File: src/rtl/key_event_dec_pkg.sv
// Shared definitions for the key event decoder: FSM states, 50 MHz default
// timing constants and pulse names reused by the washing-machine control FSM.
package key_pkg;

  typedef enum logic [2:0] {
    ST_IDLE     = 3'd0,
    ST_PRESS    = 3'd1,
    ST_HOLD     = 3'd2,
    ST_GAP      = 3'd3,
    ST_WAIT_REL = 3'd4
  } key_state_e;

  // 50 MHz board: 30 ms long press, 5 ms repeat, 8 ms double-press gap
  localparam logic [23:0] DEF_LONG_CNT   = 24'd1_500_000;
  localparam logic [23:0] DEF_REPEAT_CNT = 24'd250_000;
  localparam logic [23:0] DEF_GAP_CNT    = 24'd400_000;

  typedef enum logic [1:0] {
    PULSE_SHORT  = 2'd0,
    PULSE_LONG   = 2'd1,
    PULSE_REPEAT = 2'd2,
    PULSE_DOUBLE = 2'd3
  } pulse_e;

endpackage

File: src/rtl/key_event_dec_if.sv
// Debounced key level in, classified one-cycle event pulses out.
interface key_event_dec_if;
  logic key_press;
  logic short_pulse;
  logic long_pulse;
  logic repeat_pulse;
  logic double_pulse;

  modport master (
    output key_press,
    input  short_pulse, long_pulse, repeat_pulse, double_pulse
  );

  modport slave (
    input  key_press,
    output short_pulse, long_pulse, repeat_pulse, double_pulse
  );
endinterface

File: src/rtl/key_event_dec.sv
// Classifies each press of an active-low debounced key as short, long (with
// auto-repeat while held) or double, emitting registered one-cycle pulses.
module key_event_dec
  import key_pkg::*;
#(
  parameter logic [23:0] LONG_CNT   = DEF_LONG_CNT,
  parameter logic [23:0] REPEAT_CNT = DEF_REPEAT_CNT,
  parameter logic [23:0] GAP_CNT    = DEF_GAP_CNT,
  parameter bit          DOUBLE_EN  = 1'b1,
  parameter int unsigned CNT_W      = 24
) (
  input  logic            CLK,
  input  logic            RST_N,
  key_event_dec_if.slave  bus
);

  localparam logic [CNT_W-1:0] LONG_LAST   = CNT_W'(LONG_CNT - 24'd1);
  localparam logic [CNT_W-1:0] REPEAT_LAST = CNT_W'(REPEAT_CNT - 24'd1);
  localparam logic [CNT_W-1:0] GAP_LAST    = CNT_W'(GAP_CNT - 24'd1);

  key_state_e       state, state_nx;
  logic [CNT_W-1:0] cnt, cnt_nx;
  logic [3:0]       pulse_q, pulse_nx;
  logic             released;

  assign released = bus.key_press;

  always_ff @(posedge CLK or negedge RST_N) begin
    if (!RST_N) begin
      state   <= ST_IDLE;
      cnt     <= '0;
      pulse_q <= '0;
    end else begin
      state   <= state_nx;
      cnt     <= cnt_nx;
      pulse_q <= pulse_nx;
    end
  end

  always_comb begin
    state_nx = state;
    cnt_nx   = cnt + CNT_W'(1);
    pulse_nx = '0;
    case (state)
      ST_IDLE: begin
        cnt_nx = '0;
        if (!released) state_nx = ST_PRESS;
      end
      ST_PRESS: begin
        if (!released) begin
          if (cnt == LONG_LAST) begin
            pulse_nx[PULSE_LONG] = 1'b1;
            state_nx             = ST_HOLD;
            cnt_nx               = '0;
          end
        end else begin
          cnt_nx = '0;
          if (DOUBLE_EN) begin
            state_nx = ST_GAP;
          end else begin
            pulse_nx[PULSE_SHORT] = 1'b1;
            state_nx              = ST_IDLE;
          end
        end
      end
      ST_HOLD: begin
        if (!released) begin
          if (cnt == REPEAT_LAST) begin
            pulse_nx[PULSE_REPEAT] = 1'b1;
            cnt_nx                 = '0;
          end
        end else begin
          state_nx = ST_IDLE;
          cnt_nx   = '0;
        end
      end
      ST_GAP: begin
        // A new press wins over gap expiry on the same edge
        if (!released) begin
          pulse_nx[PULSE_DOUBLE] = 1'b1;
          state_nx               = ST_WAIT_REL;
          cnt_nx                 = '0;
        end else if (cnt == GAP_LAST) begin
          pulse_nx[PULSE_SHORT] = 1'b1;
          state_nx              = ST_IDLE;
          cnt_nx                = '0;
        end
      end
      ST_WAIT_REL: begin
        cnt_nx = '0;
        if (released) state_nx = ST_IDLE;
      end
      default: begin
        state_nx = ST_IDLE;
        cnt_nx   = '0;
      end
    endcase
  end

  assign bus.short_pulse  = pulse_q[PULSE_SHORT];
  assign bus.long_pulse   = pulse_q[PULSE_LONG];
  assign bus.repeat_pulse = pulse_q[PULSE_REPEAT];
  assign bus.double_pulse = pulse_q[PULSE_DOUBLE];

endmodule

File: src/flat_wrapper.sv
// flat-port wrapper written by rule: the top's interface ports become plain ports
module key_event_dec_flat import key_pkg::*;
#(
  parameter logic [23:0] LONG_CNT   = DEF_LONG_CNT,
  parameter logic [23:0] REPEAT_CNT = DEF_REPEAT_CNT,
  parameter logic [23:0] GAP_CNT    = DEF_GAP_CNT,
  parameter bit          DOUBLE_EN  = 1'b1,
  parameter int unsigned CNT_W      = 24
)
  (CLK, RST_N, bus_key_press, bus_short_pulse, bus_long_pulse, bus_repeat_pulse, bus_double_pulse);
  key_event_dec_if bus_i ();
  input  logic CLK;
  input  logic RST_N;
  input wire logic [$bits(bus_i.key_press)-1:0] bus_key_press;
  output wire logic [$bits(bus_i.short_pulse)-1:0] bus_short_pulse;
  output wire logic [$bits(bus_i.long_pulse)-1:0] bus_long_pulse;
  output wire logic [$bits(bus_i.repeat_pulse)-1:0] bus_repeat_pulse;
  output wire logic [$bits(bus_i.double_pulse)-1:0] bus_double_pulse;
  assign bus_i.key_press = bus_key_press;
  assign bus_short_pulse = bus_i.short_pulse;
  assign bus_long_pulse = bus_i.long_pulse;
  assign bus_repeat_pulse = bus_i.repeat_pulse;
  assign bus_double_pulse = bus_i.double_pulse;
  key_event_dec #(.LONG_CNT(LONG_CNT), .REPEAT_CNT(REPEAT_CNT), .GAP_CNT(GAP_CNT), .DOUBLE_EN(DOUBLE_EN), .CNT_W(CNT_W)) u_core (.CLK(CLK), .RST_N(RST_N), .bus(bus_i));
endmodule
File: config.mk
export PLATFORM = sky130hd
export DESIGN_NAME = key_event_dec_flat
export DESIGN_NICKNAME = d
export VERILOG_FILES = /design/src/rtl/key_event_dec_pkg.sv /design/src/rtl/key_event_dec_if.sv /design/src/rtl/key_event_dec.sv /design/src/flat_wrapper.sv
export SDC_FILE = /design/constraint.sdc
export NUM_CORES = 1
export LEC_CHECK = 0
export CAP_MARGIN = 20
export CORE_MARGIN = 4
export CORE_UTILIZATION = 40
export CTS_BUF_LIST = sky130_fd_sc_hd__clkbuf_2
export CTS_CLUSTER_SIZE = 16
export DETAILED_ROUTE_END_ITERATION = 8
export DONT_BUFFER_PORTS = 1
export GPL_TIMING_DRIVEN = 0
export HOLD_SLACK_MARGIN = 0.05
export PLACE_DENSITY_LB_ADDON = 0.25
export SLEW_MARGIN = 0
export SYNTH_ARGS = -nofsm -noshare
export SYNTH_HDL_FRONTEND = slang
export SYNTH_SLANG_ARGS = --single-unit
File: constraint.sdc
create_clock -name CLK -period 1.8 [get_ports CLK]
set_clock_uncertainty 0.1 [all_clocks]
set_input_delay 0 -clock CLK [delete_from_list [all_inputs] [get_ports CLK]]
set_output_delay 0 -clock CLK [all_outputs]
set_load 0.01 [all_outputs]
==> After elaboration in Yosys (flattened, before gate mapping) <==
Cells that the tools add are included.
{ "totals": {"register_bits": 31, "word_cells": 43} }
{ "classes": {"add_sub_neg": 1, "n_eq_ne": 11, "muxes": 25, "reduce_logical": 3} }
{ "op_table": {"columns": ["cell", "n"], "rows": [
  ["2-to-1 mux 24 bit", 6],
  ["one-hot mux 24 bit (3 select lines)", 1],
  ["adder 24 x 1 -> 24 bit, second input constant", 1],
  ["equality test 24 x 18 -> 1 bit, second input constant", 1],
  ["equality test 24 x 19 -> 1 bit, second input constant", 1],
  ["equality test 24 x 21 -> 1 bit, second input constant", 1],
  ["2-to-1 mux 3 bit", 6],
  ["one-hot mux 3 bit (4 select lines)", 1],
  ["2-to-1 mux 1 bit", 11],
  ["equality test 3 x 2 -> 1 bit, second input constant", 2],
  ["!= test 3 x 2 -> 1 bit, second input constant", 2],
  ["AND reduction 4 bit", 1],
  ["equality test 3 x 1 -> 1 bit, second input constant", 1],
  ["equality test 3 bit, second input constant", 1],
  ["logical NOT 3 bit", 1],
  ["!= test 2 x 1 -> 1 bit, second input constant", 1],
  ["!= test 2 bit, second input constant", 1],
  ["OR reduction 2 bit", 1]
]} }

==> Depth between registers and ports, before layout <==
Gate-level depths: netlist of run 1.
{ "depth": {"word_depth": 4, "depth_mapped": 7, "depth_no_buf": 5} }

==> Worst setup path after synthesis of run 1 <==
OpenSTA, ideal clock, no wires.
{ "synth_timing": {"path_type": "reg-to-reg", "start": "register u_core.cnt[0]", "end": "register u_core.cnt[20]", "setup_time_ns": 0.086, "t_arrival_ns": 1.827, "required_ns": 1.614, "slack_ns": -0.212, "path_stages_with_launch": 7, "path_buffers": 1, "period_less_slack_ns": 2.012, "cell_sequence": "dfrtp_1 -> ha_1 -> nand3_4 -> or4_1 -> buf_2 -> or3_1 -> a32oi_1"} }
{ "synth_between": {"elab_chain_len": 4, "elab_cells_between_ends": 11, "classes_between": "add/sub (1); eq/ne (3); mux (7)"} }
{ "synth_rtl": {"columns": ["element", "line", "rtl"], "rows": [
  ["start, declared", "key_event_dec.sv:22", "logic [CNT_W-1:0] cnt, cnt_nx;"],
  ["start signal, assigned", "key_event_dec.sv:35", "cnt <= cnt_nx;"],
  ["adder 24 x 1 -> 24 bit, or another cell as far along", "key_event_dec.sv:42", "cnt_nx = cnt + CNT_W'(1);"],
  ["2-to-1 mux 24 bit (on tied branches)", "key_event_dec.sv:83, key_event_dec.sv:68, key_event_dec.sv:51", null],
  ["2-to-1 mux 24 bit (on tied branches)", "key_event_dec.sv:79, key_event_dec.sv:67, key_event_dec.sv:50", null],
  ["one-hot mux 24 bit (3 select lines) (*)", "key_event_dec.sv:44", "case (state)"],
  ["named net u_core.cnt_nx[20]", "key_event_dec.sv:22", null]
]} }
The timed path passes the listed nets; every way through them passes the cells marked *.
A chain may end at the register's enable or synchronous reset.

==> Worst setup path in the final report of run 1 <==
{ "layout_timing": {"start": "register u_core.cnt[15]", "end": "register u_core.cnt[20]"} }
The elaborated chain is that of the path after synthesis.

==> run_results.csv, run 1 <==
group,metric,value,unit
run_status,status,"complete, but fails checks",
run_status,violations,"setup timing",
power_and_ir_drop,leakagePower,0.8919,nW
grt,grt_pass1_vias,1614,
yosys,yosysWarnings,0,
yosys,ys_seq_elements,31,
cts,htreeDepth,2,
sta,layout_setup_ws,-0.1280,ns
yosys,synth_xor_area_share,6.328,%
flow_run,max_cap_violations,0,
hold_path,hold_class,"in -> reg",
setup_path,startpoint_type,"flip-flop",
grt,grt_pass1_wl,7962,um
yosys,synthMuxAreaShare,0,%
place,gp_congestion,0.8935,
cells_and_area,fillers,380,
sta,final-setup-viol-count,25,
yosys,synth_common_cells,"dfrtp_1 (31), a31oi_1 (15), nand4_1 (13), a32oi_1 (9)",
routing,final_antenna_net_count,0,
cts,clk_pin_slew_worst_paths,0.19,ns
setup_path,required,2.01,ns
die,start_util,41.32,%
die,core,4354,um^2
yosys,synth_area,1799,um^2
sta,period_minus_slack,1.928,ns
grt,overflow,0,
die,dieHeight,75.07,um
grt,antenna_found_initial,0,
yosys,netlist_instances,184,
sta,finalHoldViolCount,0,
sta,fin_crit_sh,107.1,%
sta,rsz0062_at_grt,"true",
yosys,synth_compound_area_share,16.62,%
die,num_io_pins,7,
cts,cts_tree,"done",
yosys,yosysTopAreaCell,"dfrtp_1",
setup_path,critPathKind,"reg -> reg",
yosys,synth_seq_area_share,43.12,%
setup_path,cp.arrival,2.14,ns
setup_path,end_kind,"flip-flop",
grt,grtUsageMet2,30.95,%
routing,vias,1692,
yosys,synthSimpleGateAreaFrac,28.09,%
place,io_buffers,0,
grt,track_usage,18.87,%
sta,relSlewSlack,70.47,%
yosys,synth_top_family_by_area,"simple AND/OR/NAND/NOR gates",
routing,drt-initial-drc-count,190,
yosys,synth_edf_count,0,
cells_and_area,syn2layout_area_growth,30.11,%
grt,grt_max_degree,32,
cts,clk_latency,0.39,ns
yosys,synth_area_leaders,"dfrtp_1 (43%), a31oi_1 (5.2%), nand4_1 (4.5%), a32oi_1 (4.4%), xnor2_1 (3.9%)",
sta,drv_slew,0,
cells_and_area,nets,219,
place,dp_hpwl,3047,um
cells_and_area,drive_above_1_share,31.48,%
cells_and_area,antenna_cells,0,
yosys,yosysTopAreaCellShare,43.12,%
yosys,synthAdderAreaFrac,0.6954,%
hold_path,hold-path-cell-count,2,
yosys,synthFlopType,"dfrtp_1",
setup_path,r2r_cells,5,
sta,tns,-2.075,ns
die,die_area,5635,um^2
grt,busiest_layer,"met2",
yosys,yosysUniqueCellTypes,42,
yosys,async_reset_ff_share,100.0,%
yosys,synth_area_per_cell,9.778,um^2
sta,worstMarginPinSlew,0.4395,ns
setup_path,crit_path_max_fanout,7,
cts,clock_sinks,31,
die,row_count,24,
routing,vias_per_cell,6.313,
cts,cts_root_buffer,"clkbuf_2",
yosys,synth_nets,188,
routing,drc_errors,0,
cts,clockBufferDepth,2,
power_and_ir_drop,totalPowerFinal,1.853,mW
grt,grt_use_met1,24.77,%
die,die_w,75.07,um
yosys,yosysMostFrequentCell,"dfrtp_1",
power_and_ir_drop,ir_drop,0.4454,mV
routing,wirelength,4926,um
routing,dr.pass1.iters,4,
cts,numCtsBuffers,5,
routing,routedWlPerCell,18.38,um
sta,fmax,518.7,MHz
power_and_ir_drop,power_density,791.3,nW/um^2
grt,grt_use_met3,3.738,%
-- report_power, final --
part	switching (mW)	total (mW)	internal, mW
registers	0.0702	0.821	0.751
logic	0.325	0.555	0.230
clock network	0.248	0.476	0.229
-- final timing paths --
| check | startpoint | to | slack [ns] |
|---|---|---|---|
| min | bus_key_press | u_core.state[2] | 0.32 |
| max | u_core.cnt[15] | u_core.cnt[20] | -0.13 |
| min in group asynchronous | RST_N | u_core.pulse_q[2] | 0.55 |
| max in group asynchronous | RST_N | u_core.cnt[7] | 0.83 |
| min reg2reg | u_core.state[2] | u_core.state[1] | 0.46 |
| max reg2reg | u_core.cnt[15] | u_core.cnt[20] | -0.13 |
-- worst max-delay path, cell delays in order, from the launching register on --
cell	delay (ns)
dfrtp_1	0.38
clkbuf_8	0.13
nand4_1	0.09
or4_4	0.60
or3_1	0.34
a32oi_1	0.21
-- area by class of cell --
type,count,area (um^2),share of cell area [%]
inverters,6,22.52,0.9621
plain buffers,11,125.1,5.345
well taps,52,65.06,2.779
multi-input cells,136,1067,45.59
clock inverters,3,38.79,1.657
flip-flops and latches,31,784.5,33.51
clock buffers,5,25.02,1.069
repair buffers,24,212.7,9.086
-- routing by layer --
layer | wire length [um] | vias up
li1 | - | 782
met1 | 2161 | 846
met2 | 2462 | 52
met3 | 214 | 12
met4 | 88 | 0
met5 | 0 | -
-- state kept, by name, summed over array words and instances, names as in the netlist --
register        count
u_core.cnt         24
u_core.pulse_q      4
u_core.state        3
-- per-stage QoR --
| stage | std cells | hold slack (ns) | utilization (%) | setup WS, ns | cell area (um^2) |
|---|---|---|---|---|---|
| 5_1_grt | 268 | 0.3113 | 53.76 | -0.1966 | 2341 |
| 6_report | 268 | 0.3238 | 53.76 | -0.1280 | 2341 |
| 3_3_place_gp | 236 | -0.3948 | 43.85 | -0.3457 | 1909 |
| 4_1_cts | 266 | 0.3199 | 52.93 | -0.06424 | 2305 |
| 2_1_floorplan | 184 | -0.3956 | - | -0.006714 | 1844 |
| 3_5_place_dp | 236 | -0.3948 | 43.85 | -0.3790 | 1909 |
-- cell families (layout without fill, tap and decap cells) --
kind of cell	count (synthesis)	count (layout)
simple gates	78	79
compound gates	43	43
flops	31	31
buf+inv	18	49
xor+xnor	13	13
fa+ha+maj	1	1
-- what timing repair did --
action,4_1_cts,5_1_grt
buffers inserted,17,2
pin swaps,15,4
hold buffers,5,0
setup endpoints to repair,25,28
gates cloned,1,0
hold endpoints to repair,62,0
gates resized for setup,32,6
-- cells in the final DEF (no fill, tap or decap), types with 2 or more instances in the layout --
master         netlist  final
xnor2_1              8      8
a31oi_1             15     15
and3_1               2      2
buf_12               0      2
xor2_1               5      5
and2_1               6      5
nand2_1              7      6
buf_6                2      8
or3_1                6      6
dfrtp_2              0      7
nor2_1               8      7
nand3_1              6      6
nand4_1             13     13
dfrtp_1             31     24
o21ai_4              0      3
dlygate4sd3_1        0      3
nor4_1               2      2
nand2b_1             2      2
nor4b_1              3      2
nor3_1               5      5
o31ai_1              6      4
inv_1                6      6
o21ai_0              5      5
a32oi_1              9      9
clkbuf_2             1      5
clkbuf_8             0      2
or4_1                5      4
nand4_4              0      2
buf_4                0     20
Power figures use the tool's default switching activity.
==> inputs of run 2 (changes only) <==
--- a/config.mk
+++ b/config.mk
@@ -5,6 +5,7 @@
 export SDC_FILE = /design/constraint.sdc
 export NUM_CORES = 1
 export LEC_CHECK = 0
+export ABC_AREA = 1
 export CAP_MARGIN = 20
 export CORE_MARGIN = 4
 export CORE_UTILIZATION = 40
==> run 2 against run 1 <==
Against the previous run: the run now ends clean; non-clock buffer count decreased by 15; count of clock-buffer cells in the layout unchanged; hold slack got worse by 0.18 ns; die area increased by 7.1%; synthesized area increased by 7.9%; maximum frequency increased by 11%; global-route usage decreased by 4.5 points; core utilization decreased by 3.2 points; critical path depth increased by 4; worst setup slack improved by 0.19 ns; register-to-register slack improved by 0.19 ns; largest cell class unchanged.
==> run_results.csv, run 2 <==
group,metric,value,unit
run_status,status,"finished, final reports clean",
setup_path,critPathMaxStageDelay,0.48,ns
setup_path,cp_num_buf_inv,2,
sta,hold-worst-slack,0.1426,ns
cells_and_area,final_common_cell,"nand2_1",
routing,dr.pass1.iters,4,
cells_and_area,antenna_cells,0,
routing,drc_errors,0,
sta,drv_slew,0,
die,die_w,77.68,um
cts,clockBufferDepth,2,
setup_path,crit_path_cell_trace,"nor2_1 -> nand2_2 -> nor2_1 -> nand3_2 -> nand2_2 -> nand3_4 -> clkbuf_16 -> nand2_4 -> inv_2",
place,dp_hpwl,2875,um
die,dieHeight,77.68,um
setup_path,crit_cells,9,
place,post_dp_cell_area,2026,um^2
setup_path,crit_path_max_fanout,7,
hold_path,hold-path-cell-count,2,
place,gp_congestion,0.8513,
yosys,yosysMostFrequentCell,"nand2_1",
grt,grt_pass1_vias,1538,
yosys,synthFlopType,"dfrtp_1",
grt,antenna_found_initial,0,
routing,final_antenna_net_count,0,
routing,drt-initial-drc-count,117,
grt,grt_pass1_wl,6941,um
setup_path,r2r_cells,9,
setup_path,startpoint_type,"flip-flop",
cells_and_area,stdcell_area,2389,um^2
hold_path,hold_class,"in -> reg",
cts,htreeDepth,2,
flow_run,max_cap_violations,0,
power_and_ir_drop,power_density,828.9,nW/um^2
setup_path,required,1.99,ns
die,die_area,6033,um^2
cts,clock_sinks,31,
yosys,async_reset_ff_share,100.0,%
sta,relSlewSlack,82.82,%
sta,worstMarginPinSlew,0.2554,ns
yosys,synth_common_cells,"nand2_1 (60), nor2_1 (51), dfrtp_1 (31), inv_1 (31), nand3_1 (18)",
grt,track_usage,14.32,%
routing,vias,1675,
cts,numCtsBuffers,5,
yosys,synth_area_leaders,"dfrtp_1 (40%), nand2_1 (12%), nor2_1 (9.9%), inv_1 (6.0%), xor2_1 (5.4%)",
yosys,netlist_instances,275,
cells_and_area,top_regs,"u_core.cnt (24), u_core.pulse_q (4), u_core.state (3)",
setup_path,critPathKind,"reg -> reg",
die,core,4723,um^2
yosys,synth_area,1942,um^2
setup_path,cp.arrival,1.92,ns
sta,fmax,576.8,MHz
yosys,yosysTopAreaCellShare,39.95,%
yosys,ys_seq_elements,31,
cts,cts_tree,"done",
cells_and_area,drive_above_1_share,27.24,%
sta,rsz0062_at_grt,"true",
grt,grt_max_degree,32,
cells_and_area,fin_util,50.57,%
die,num_io_pins,7,
cts,clk_latency,0.37,ns
cells_and_area,largest_register_ffs,24,
cells_and_area,regMostFlops,"u_core.cnt",
yosys,yosysUniqueCellTypes,29,
sta,period_minus_slack,1.734,ns
place,io_buffers,0,
power_and_ir_drop,totalPowerFinal,1.980,mW
yosys,synth_seq_area_share,39.95,%
die,row_count,25,
routing,wirelength,4117,um
cells_and_area,final_cell_mix,"nand2_1 (55), nor2_1 (43), inv_1 (30), dfrtp_1 (30)",
grt,overflow,0,
yosys,synth_area_per_cell,7.061,um^2
routing,routedWlPerCell,11.19,um
setup_path,end_kind,"flip-flop",
cells_and_area,regArea,777.0,um^2
yosys,synth_nets,279,
setup_path,crit_slowest_cell,"dfrtp_1",
cells_and_area,nets,304,
cells_and_area,syn2layout_area_growth,23.00,%
routing,vias_per_cell,4.552,
cts,clk_pin_slew_worst_paths,0.17,ns
power_and_ir_drop,leakagePower,1.256,nW
cells_and_area,multi_input_area,1056,um^2
yosys,synth_edf_count,0,
cts,cts_root_buffer,"clkbuf_2",
sta,final-setup-viol-count,0,
cells_and_area,fillers,470,
yosys,yosysTopAreaCell,"dfrtp_1",
die,start_util,41.11,%
sta,fin_crit_sh,96.32,%
setup_path,crit_family,"simple AND/OR/NAND/NOR gates",
power_and_ir_drop,ir_drop,0.4353,mV
yosys,yosysWarnings,0,
sta,finalHoldViolCount,0,
run 2: cell count changes after synthesis, moves of 7 or more:
cell     previous run  this run
nand4_1            13         2
a32oi_1             9         0
nand2_1             7        60
buf_2               7         0
nand3_1             6        18
a31oi_1            15         0
nand2_2             0        12
inv_2               0        15
xor2_1              5        12
inv_1               6        31
nor2_1              8        51
a21oi_1             1         9
run 2: per-layer routing:
metal | part of all wire (%) | up-vias | global-route usage [%]
met2 | 45 | 28 | 21.66
li1 | - | 876 | -
met1 | 50 | 764 | 19.50
met5 | 0 | - | 0
met4 | 1.1 | 0 | 5.872
met3 | 3.2 | 7 | 3.480
run 2: report_power, final:
| group | internal [mW] | switching [mW] |
|---|---|---|
| combinational | 0.308 | 0.383 |
| sequential | 0.748 | 0.0573 |
| clock | 0.229 | 0.254 |
| total | 1.28 | 0.695 |
run 2: through the flow:
step           setup TNS, ns  setup slack [ns]  std cells
6_report                   0           0.06628        368
5_1_grt              -0.1984          -0.03078        368
4_1_cts                    0      0.0000006661        358
3_5_place_dp         -0.1197          -0.06105        342
3_3_place_gp        -0.07121          -0.06479        342
2_1_floorplan              0            0.1920        275
run 2: cells by family (layout without fill, tap and decap cells):
family                     Yosys count  in the layout  share of synthesized area [%]
and+or+nand+nor                    161            161                          38.14
xor gates and xnor gates            14             14                          6.315
AOI/OAI and AO/OA                   15             15                          4.124
adders and majority gates            1              1                         0.6442
DFF                                 31             31                          39.95
buffers and inverters               53             79                          10.82
run 2: worst paths after layout:
kind	to	startpoint	slack, ns
min in group asynchronous	u_core.pulse_q[0]	RST_N	0.56
min	u_core.pulse_q[3]	bus_key_press	0.14
max reg2reg	u_core.cnt[7]	u_core.cnt[19]	0.07
min reg2reg	u_core.state[2]	u_core.state[2]	0.45
max in group asynchronous	u_core.cnt[7]	RST_N	0.86
max	u_core.cnt[7]	u_core.cnt[19]	0.07
run 2: cell type report:
type,count,share of cell area [%]
inverters,51,8.119
clock inverters,3,1.624
repair buffers,18,8.015
well taps,67,3.510
multi-input cells,191,44.21
clock buffers,5,1.048
flip-flops and latches,31,32.53
plain buffers,2,0.9429
run 2: worst reg2reg max path: cells and delay by family (launching register included):
kind,cells,cell delay (ns)
flip-flops,1,0.48
AND/OR/NAND/NOR,7,0.82
buffers and inverters,2,0.23
run 2: repair_timing:
| action | 4_1_cts | 5_1_grt |
|---|---|---|
| pin swaps | 1 | 14 |
| gates cloned | 0 | 1 |
| gates resized for setup | 4 | 27 |
| endpoints found under the hold margin | 52 | 0 |
| endpoints found under the setup margin | 11 | 24 |
| hold buffers | 6 | 0 |
| buffers inserted | 2 | 9 |
==> inputs of run 3 (changes only) <==
--- a/config.mk
+++ b/config.mk
@@ -14,8 +14,9 @@
 export DETAILED_ROUTE_END_ITERATION = 8
 export DONT_BUFFER_PORTS = 1
 export GPL_TIMING_DRIVEN = 0
-export HOLD_SLACK_MARGIN = 0.05
+export HOLD_SLACK_MARGIN = 0.08
 export PLACE_DENSITY_LB_ADDON = 0.25
+export RECOVER_POWER = 25
 export SLEW_MARGIN = 0
 export SYNTH_ARGS = -nofsm -noshare
 export SYNTH_HDL_FRONTEND = slang
==> run 3 against run 2 <==
Against the previous run: sequential power about the same; sequential cell count is the same; worst setup slack hardly changed; count of clock-buffer cells in the layout stayed put; via count up 0.18%; total power decreased by 0.23%; register-to-register slack hardly changed; critical path type unchanged; cell area decreased by 0.63%; sequential share of layout area rose by 0.21 points.
==> run_results.csv, run 3 (same netlist as run 2, synthesis figures left out) <==
group,metric,value,unit
run_status,status,"finished, final reports clean",
flow_run,max_cap_violations,0,
die,dieHeight,77.68,um
sta,relSlewSlack,49.39,%
setup_path,required,1.99,ns
cts,clockBufferDepth,2,
hold_path,hold_class,"in -> reg",
cts,numCtsBuffers,5,
die,num_io_pins,7,
cells_and_area,multi_input_area,1056,um^2
cts,clock_sinks,31,
sta,rsz0062_at_grt,"true",
sta,fin_crit_sh,96.34,%
cts,htreeDepth,2,
routing,drt-initial-drc-count,118,
cells_and_area,fin_util,50.25,%
cts,clk_pin_slew_worst_paths,0.17,ns
setup_path,startpoint_type,"flip-flop",
routing,vias,1678,
routing,dr.pass1.iters,5,
routing,routedWlPerCell,11.17,um
routing,final_antenna_net_count,0,
setup_path,end_kind,"flip-flop",
place,gp_congestion,0.8513,
die,start_util,41.11,%
cells_and_area,final_cell_mix,"nand2_1 (55), nor2_1 (43), inv_1 (30), dfrtp_1 (30)",
sta,fmax,576.6,MHz
cts,cts_root_buffer,"clkbuf_2",
grt,grt_pass1_vias,1538,
cells_and_area,antenna_cells,0,
sta,period_minus_slack,1.734,ns
cells_and_area,regArea,777.0,um^2
cells_and_area,top_regs,"u_core.cnt (24), u_core.pulse_q (4), u_core.state (3)",
routing,vias_per_cell,4.560,
setup_path,crit_slowest_cell,"dfrtp_1",
setup_path,r2r_slack,0.07,ns
cells_and_area,drive_above_1_share,27.24,%
cells_and_area,nets,304,
setup_path,critPathMaxStageDelay,0.48,ns
grt,antenna_found_initial,0,
die,row_count,25,
routing,wirelength,4112,um
cts,cts_tree,"done",
cells_and_area,largest_register_ffs,24,
setup_path,critPathKind,"reg -> reg",
sta,drv_slew,0,
cells_and_area,regMostFlops,"u_core.cnt",
die,die_w,77.68,um
routing,drc_errors,0,
cells_and_area,final_common_cell,"nand2_1",
grt,grt_pass1_wl,6941,um
cts,clk_latency,0.37,ns
setup_path,cp_num_buf_inv,2,
setup_path,cp.arrival,1.92,ns
grt,track_usage,14.32,%
die,core,4723,um^2
sta,final-setup-viol-count,0,
place,io_buffers,0,
power_and_ir_drop,power_density,832.2,nW/um^2
sta,worstMarginPinSlew,0.7591,ns
grt,grt_max_degree,32,
sta,layout_setup_ws,0.06583,ns
grt,overflow,0,
power_and_ir_drop,leakagePower,1.251,nW
place,place_ws,-0.06105,ns
place,dp_hpwl,2875,um
cells_and_area,fillers,472,
die,die_area,6033,um^2
sta,finalHoldViolCount,0,
setup_path,crit_path_cell_trace,"nor2_1 -> nand2_2 -> nor2_1 -> nand3_2 -> nand2_2 -> nand3_4 -> clkbuf_16 -> nand2_4 -> inv_2",
cells_and_area,syn2layout_area_growth,22.23,%
setup_path,crit_family,"simple AND/OR/NAND/NOR gates",
power_and_ir_drop,ir_drop,0.4353,mV
setup_path,crit_path_max_fanout,7,
-- run 3: cell count changes in the layout (fill, tap and decap cells not counted) --
cell      before  now
buf_12         2    1
clkbuf_2       5    6
-- run 3: power by group --
| group | switching [mW] | leakage, nW | internal, mW |
|---|---|---|---|
| Clock | 0.254 | 0.0404 | 0.229 |
| Sequential | 0.0573 | 0.426 | 0.748 |
| Combinational | 0.383 | 0.784 | 0.304 |
| Total | 0.694 | 1.25 | 1.28 |
-- run 3: final cells by class --
type,count,share of cell area (%)
repair buffers,18,7.433
well taps,67,3.532
clock inverters,3,1.634
flip-flops and latches,31,32.74
multi-input cells,191,44.49
clock buffers,5,1.054
plain buffers,2,0.9489
inverters,51,8.171
-- run 3: what timing repair did --
action | 4_1_cts | 5_1_grt
endpoints found under the hold margin | 54 | 0
gates cloned | 0 | 1
hold buffers | 6 | 0
gates resized for setup | 4 | 27
endpoints found under the setup margin | 11 | 24
buffers inserted | 2 | 9
pin swaps | 1 | 14
-- run 3: path summary, 6_finish.rpt --
check	startpoint	end	depth (start not counted)
setup reg to reg	u_core.cnt[19]	u_core.cnt[7]	9
setup / recovery	u_core.cnt[19]	u_core.cnt[7]	9
min in group asynchronous	RST_N	u_core.pulse_q[0]	4
hold / removal	bus_key_press	u_core.pulse_q[3]	2
hold reg to reg	u_core.state[2]	u_core.state[2]	2
max in group asynchronous	RST_N	u_core.cnt[20]	4
-- run 3: routing by layer --
| layer | vias up | share of wire, % | track usage (%) |
|---|---|---|---|
| met3 | 7 | 3.3 | 3.480 |
| met2 | 32 | 45 | 21.66 |
| li1 | 876 | - | - |
| met1 | 763 | 50 | 19.50 |
| met5 | - | 0 | 0 |
| met4 | 0 | 1.1 | 5.872 |
-- run 3: stage by stage --
stage / cells / hold WS [ns] / power, mW / cell area [um^2] / TNS (ns)
floorplan: 275 / -0.3956 / 1.160 / 1942 / 0
global placement: 342 / -0.3942 / 1.253 / 2026 / -0.07121
detailed placement: 342 / -0.3941 / 1.258 / 2026 / -0.1197
CTS: 358 / 0.1310 / 1.789 / 2195 / 0
global route: 368 / 0.1116 / 2.104 / 2374 / -0.1984
finish: 368 / 0.1423 / 1.975 / 2374 / 0
